==> config.mk <==
export PLATFORM = sky130hd
export DESIGN_NAME = sim_ram_pipe
export DESIGN_NICKNAME = d
export VERILOG_FILES = /design/src/rtl/sim_ram_pkg.sv /design/src/rtl/sim_ram_rd_pipe.sv /design/src/rtl/sim_ram_pipe.sv
export SDC_FILE = /design/constraint.sdc
export NUM_CORES = 2
export LEC_CHECK = 0
export BUFFER_PORTS_ARGS = -buffer_cell sky130_fd_sc_hd__buf_2
export CORE_MARGIN = 2
export CORE_UTILIZATION = 65
export DETAILED_ROUTE_END_ITERATION = 7
export GPL_TIMING_DRIVEN = 1
export PLACE_DENSITY = 0.82
export SETUP_SLACK_MARGIN = 0.05
export SLEW_MARGIN = 20
export SYNTH_ARGS = -nofsm -noshare
export SYNTH_HDL_FRONTEND = slang
export SYNTH_SLANG_ARGS = --single-unit
==> constraint.sdc <==
create_clock -name clk -period 2.45 [get_ports clk]
set_input_delay 0.49 -clock clk [delete_from_list [all_inputs] [get_ports clk]]
set_output_delay 0.49 -clock clk [all_outputs]
set_load 0.02 [all_outputs]
==> src/rtl/sim_ram_pkg.sv <==
// Shared types, limits and helpers for the behavioural simulation RAM.
// be_merge works on the widest supported word; callers zero-extend and truncate.
package sim_ram_pkg;

    typedef enum logic {
        RDW_READ_FIRST,
        RDW_WRITE_FIRST
    } rdw_mode_e;

    localparam int unsigned MAX_RD_LATENCY = 4;
    localparam int unsigned MAX_DATA_SIZE  = 32;

    typedef logic [8*MAX_DATA_SIZE-1:0] word_max_t;
    typedef logic [MAX_DATA_SIZE-1:0]   be_max_t;

    function automatic word_max_t be_merge(word_max_t old_w, word_max_t new_w, be_max_t be);
        word_max_t res;
        for (int i = 0; i < int'(MAX_DATA_SIZE); i++) begin
            res[8*i +: 8] = be[i] ? new_w[8*i +: 8] : old_w[8*i +: 8];
        end
        return res;
    endfunction

endpackage

==> src/rtl/sim_ram_rd_pipe.sv <==
// Valid+data delay line with asynchronous reset. Data stages only load behind a
// valid entry, so the output data holds the last valid word through bubbles.
module sim_ram_rd_pipe #(
    parameter int unsigned WIDTH = 32,
    parameter int unsigned DEPTH = 1
) (
    input  logic             clk_i,
    input  logic             rst_ni,
    input  logic             valid_i,
    input  logic [WIDTH-1:0] data_i,
    output logic             valid_o,
    output logic [WIDTH-1:0] data_o
);

    logic [DEPTH-1:0] valid_q;
    logic [WIDTH-1:0] data_q [DEPTH];

    always_ff @(posedge clk_i or negedge rst_ni) begin
        if (!rst_ni) begin
            valid_q <= '0;
            for (int i = 0; i < int'(DEPTH); i++) begin
                data_q[i] <= '0;
            end
        end else begin
            valid_q[0] <= valid_i;
            if (valid_i) begin
                data_q[0] <= data_i;
            end
            for (int i = 1; i < int'(DEPTH); i++) begin
                valid_q[i] <= valid_q[i-1];
                if (valid_q[i-1]) begin
                    data_q[i] <= data_q[i-1];
                end
            end
        end
    end

    assign valid_o = valid_q[DEPTH-1];
    assign data_o  = data_q[DEPTH-1];

endmodule

==> src/rtl/sim_ram_pipe.sv <==
// Behavioural simulation RAM: byte-enabled write port, pipelined read port with
// selectable read-during-write policy and a registered collision pulse.
module sim_ram_pipe
    import sim_ram_pkg::*;
#(
    parameter int unsigned DATA_SIZE  = 4,
    parameter int unsigned ADDR_WIDTH = 6,
    parameter int unsigned RD_LATENCY = 1,
    parameter rdw_mode_e   RDW_MODE   = RDW_READ_FIRST,
    localparam int unsigned DATA_WIDTH = 8 * DATA_SIZE
) (
    input  logic                  clk,
    input  logic                  rst_n,
    input  logic                  rd_en,
    input  logic [ADDR_WIDTH-1:0] rd_addr,
    output logic [DATA_WIDTH-1:0] rd_data,
    output logic                  rd_valid,
    input  logic                  wr_en,
    input  logic [ADDR_WIDTH-1:0] wr_addr,
    input  logic [DATA_WIDTH-1:0] wr_data,
    input  logic [DATA_SIZE-1:0]  wr_be,
    output logic                  collision
);

    localparam int unsigned Depth = 2 ** ADDR_WIDTH;

    if (RD_LATENCY < 1 || RD_LATENCY > MAX_RD_LATENCY) begin : g_bad_latency
        $error("sim_ram_pipe: RD_LATENCY must be in 1..%0d", MAX_RD_LATENCY);
    end
    if (DATA_SIZE < 1 || DATA_SIZE > MAX_DATA_SIZE) begin : g_bad_size
        $error("sim_ram_pipe: DATA_SIZE must be in 1..%0d", MAX_DATA_SIZE);
    end

    logic [DATA_WIDTH-1:0] mem_q [Depth];
    logic [DATA_WIDTH-1:0] wr_merged;
    logic [DATA_WIDTH-1:0] rd_word;
    logic                  collision_d;
    logic                  collision_q;

    always_comb begin
        wr_merged   = DATA_WIDTH'(be_merge(word_max_t'(mem_q[wr_addr]), word_max_t'(wr_data),
                                           be_max_t'(wr_be)));
        collision_d = rd_en && wr_en && (rd_addr == wr_addr);
        // wr_merged is built from the old word at wr_addr, which is rd_addr on a collision.
        if (RDW_MODE == RDW_WRITE_FIRST && collision_d) begin
            rd_word = wr_merged;
        end else begin
            rd_word = mem_q[rd_addr];
        end
    end

    // Reset only blocks writes; the array keeps its contents across reset.
    always_ff @(posedge clk or negedge rst_n) begin
        if (!rst_n) begin
        end else if (wr_en) begin
            mem_q[wr_addr] <= wr_merged;
        end
    end

    always_ff @(posedge clk or negedge rst_n) begin
        if (!rst_n) begin
            collision_q <= 1'b0;
        end else begin
            collision_q <= collision_d;
        end
    end

    sim_ram_rd_pipe #(
        .WIDTH (DATA_WIDTH),
        .DEPTH (RD_LATENCY)
    ) u_rd_pipe (
        .clk_i   (clk),
        .rst_ni  (rst_n),
        .valid_i (rd_en),
        .data_i  (rd_word),
        .valid_o (rd_valid),
        .data_o  (rd_data)
    );

    assign collision = collision_q;

endmodule

==> impl_results.md <==
* Clk buf depth at 3
* Overall routing resource usage at 0.363
* LEAKAGE at 0.0319 uW
* Clock Skews at 27.6 ps
* Overall power at 72800 uW
* Slew at the pin closest to its max-slew limit at 1320 ps
* Residual DRC count at 1
* Area Overhead vs Synth at 16.3%
* Worst-Skew Late Latency at 820 ps
* Routed vias/inst at 7.02
* PD cells at 778 nW/um2
* Status: finished with violations
* Pre-CTS setup slack at -334 ps
* Die X at 356 um
* Final hold slack at 49.7 ps
* Die Ht at 356 um
* DR WL/cell at 34.4 um
* Post-Place Cell Area at 87400 um2
* Clock-pin slew on the worst setup and hold paths at 70 ps
* Max FO, Critical Path at 1
* Mux contribution to synthesized area at 0.136
* Placer's final routability congestion estimate at 0.954
* Worst Path Arrival at 2800 ps
* Top-Level Pins at 86
* Hold Path Class: input port to flop
* VDD IR max at 721 uV
* Ys Warns at 0
* Final Cycle Share at 0.857
* Congestion Overflow GR at 0
* Complex-gate fraction of the synthesized area at 0.0407
* Largest area contributor in the netlist: edfxtp_1
* Clock tree sinks at 2082
* Worst rel slew slack at 0.117
* RSZ-0062 raised after global routing: false
* Share of post-route cells with drive strength above 1 at 0.256
* Failing checks: DRC
* Via Count at 46331
* Req. time, crit path at 3150 ps
* Simple-gate share of the synthesized area at 0.0322
* Synth Net Count at 4204
* Fmax at 0.476 GHz
* Crit path capture type: flop
* Cells taking the most area after synthesis: edfxtp_1, mux4_2, mux2i_1
* TritonCTS clock tree: yes
* Max Cap Viol at 0
* CTS Hold Bufs at 2
* Antenna Nets Post-Route at 0
* Gates resized, CTS repair at 0
* Setup violators final at 0
* Largest family of logic cells by synthesized area: multiplexers
* Initial antenna violation count at 28
* Final wirelength at 227 mm
* Max-slew violations at 0
* XOR/XNOR Fraction of Synth Area at 0.000654
* Hold Vio Cnt, Final at 0
* Seq/Total Area, Yosys at 0.775
* Detailed Place HPWL at 138 mm
* Adder-cell share of the synthesized area at 0
* Reg area at 62300 um2
* Post-CTS Setup Bufs at 0
* Shortest period the worst path allows at 2100 ps
* Synth top area share at 0.765
* Vias in the first global route at 46141
* Post-layout instance area at 93600 um2
* Setup crit start kind: flop
* Initial Util at 0.653
* Cell Rows at 129
* Die area at 127000 um2
* Wire length of the first global-routing pass at 324 mm
* Nets at 4837
* Initial drt markers at 8078
* Crit Path Class: flop to flop
* Most frequent cells in the layout: edfxtp_1, buf_4, mux2i_1
* CTS HTree Levels at 4
* Most common cell after layout, fill and taps aside: edfxtp_1
* Cell Area, Synth at 80400 um2
* Setup WS post-layout at 350 ps
* Mean Syn Cell Area at 19.4 um2
* Fillcell total at 6084
* CTS Buf Count at 193
* Core Area at 123000 um2
* Multi-input logic area at 17000 um2
* Root Buffer: clkbuf_16
* Initial DRT Pass Iterations at 8
* Port-buffer cells at 85
* Largest net degree at the start of global routing at 65
* Synth cell types at 35
* Synth Instances at 4152
* Seq cells post-synth at 2082
* Final TNS setup at 0 ps
-- worst paths after layout --
check / startpoint / end / slack (ps) / depth (start not counted)
min in group asynchronous: rst_n / u_rd_pipe.valid_o$_DFF_PN0_ / 380 / 3
min reg2reg: u_rd_pipe.data_o[19]$_DFFE_PN0P_ / u_rd_pipe.data_o[19]$_DFFE_PN0P_ / 720 / 3
max: mem_q[37][6]$_DFFE_PP_ / u_rd_pipe.data_o[6]$_DFFE_PN0P_ / 350 / 5
max in group asynchronous: rst_n / u_rd_pipe.data_o[11]$_DFFE_PN0P_ / 1530 / 4
min: rd_en / u_rd_pipe.valid_o$_DFF_PN0_ / 50 / 2
max reg2reg: mem_q[37][6]$_DFFE_PP_ / u_rd_pipe.data_o[6]$_DFFE_PN0P_ / 350 / 5
-- stage by stage --
step,cells,utilization
6_report,6601,0.760
5_1_grt,6583,0.759
4_1_cts,6582,0.759
3_5_place_dp,6225,0.710
3_3_place_gp,6225,0.710
2_1_floorplan,4152,-
-- state kept, by name, summed over array words and instances (netlist names) --
| register | flops |
|---|---|
| collision | 1 |
| u_rd_pipe.valid_o | 1 |
| u_rd_pipe.data_o | 32 |
| mem_q | 2048 |
-- synth_stat cells, drive strengths merged --
library cell	instances
a21oi	32
a221o	32
a221oi	32
a22oi	191
and2	2
and3	2
and3b	4
buf	115
clkbuf	141
dfrtp	34
edfxtp	2048
mux2i	448
mux4	288
nand2	134
nand2b	35
nand3	38
nand4	33
nand4b	2
nand4bb	1
nor2	294
nor2b	4
nor3	34
nor3b	6
nor4	1
o21ai	96
o22ai	96
or2	1
or4b	1
or4bb	1
xnor2	4
xor2	2
-- routing by layer --
metal,global-route usage,vias to the layer above,share of wire
met4,0.185,20,0.057
li1,-,18221,-
met5,0.00642,-,0.00056
met2,0.543,4217,0.46
met3,0.116,745,0.15
met1,0.488,23128,0.33
-- layout make-up --
type | count | share of cell area
Clock buffer | 251 | 0.0563
Sequential cell | 2082 | 0.666
Multi-Input combinational cell | 1814 | 0.181
Antenna cell | 19 | 0.000508
Timing Repair Buffer | 694 | 0.0651
Tap cell | 1637 | 0.0219
Clock inverter | 104 | 0.00843
-- kinds of logic after synthesis --
family,after synthesis
DFF,2082
muxes,736
and+or+nand+nor,593
AOI/OAI and AO/OA,479
buffers and inverters,256
xor gates and xnor gates,6
-- report_power, final --
part           total, uW  internal (uW)  switching, uW
combinational       4290           1580           2700
clock              29100          16300          12800
sequential         39400          39200            181
-- critical path, stage by stage (launching register included) --
cell,delay (ps)
edfxtp_1,370
mux4_2,460
o21ai_0,270
buf_4,200
nand4_1,250
a221o_1,440
No activity file was read; power rests on OpenSTA's default activity.
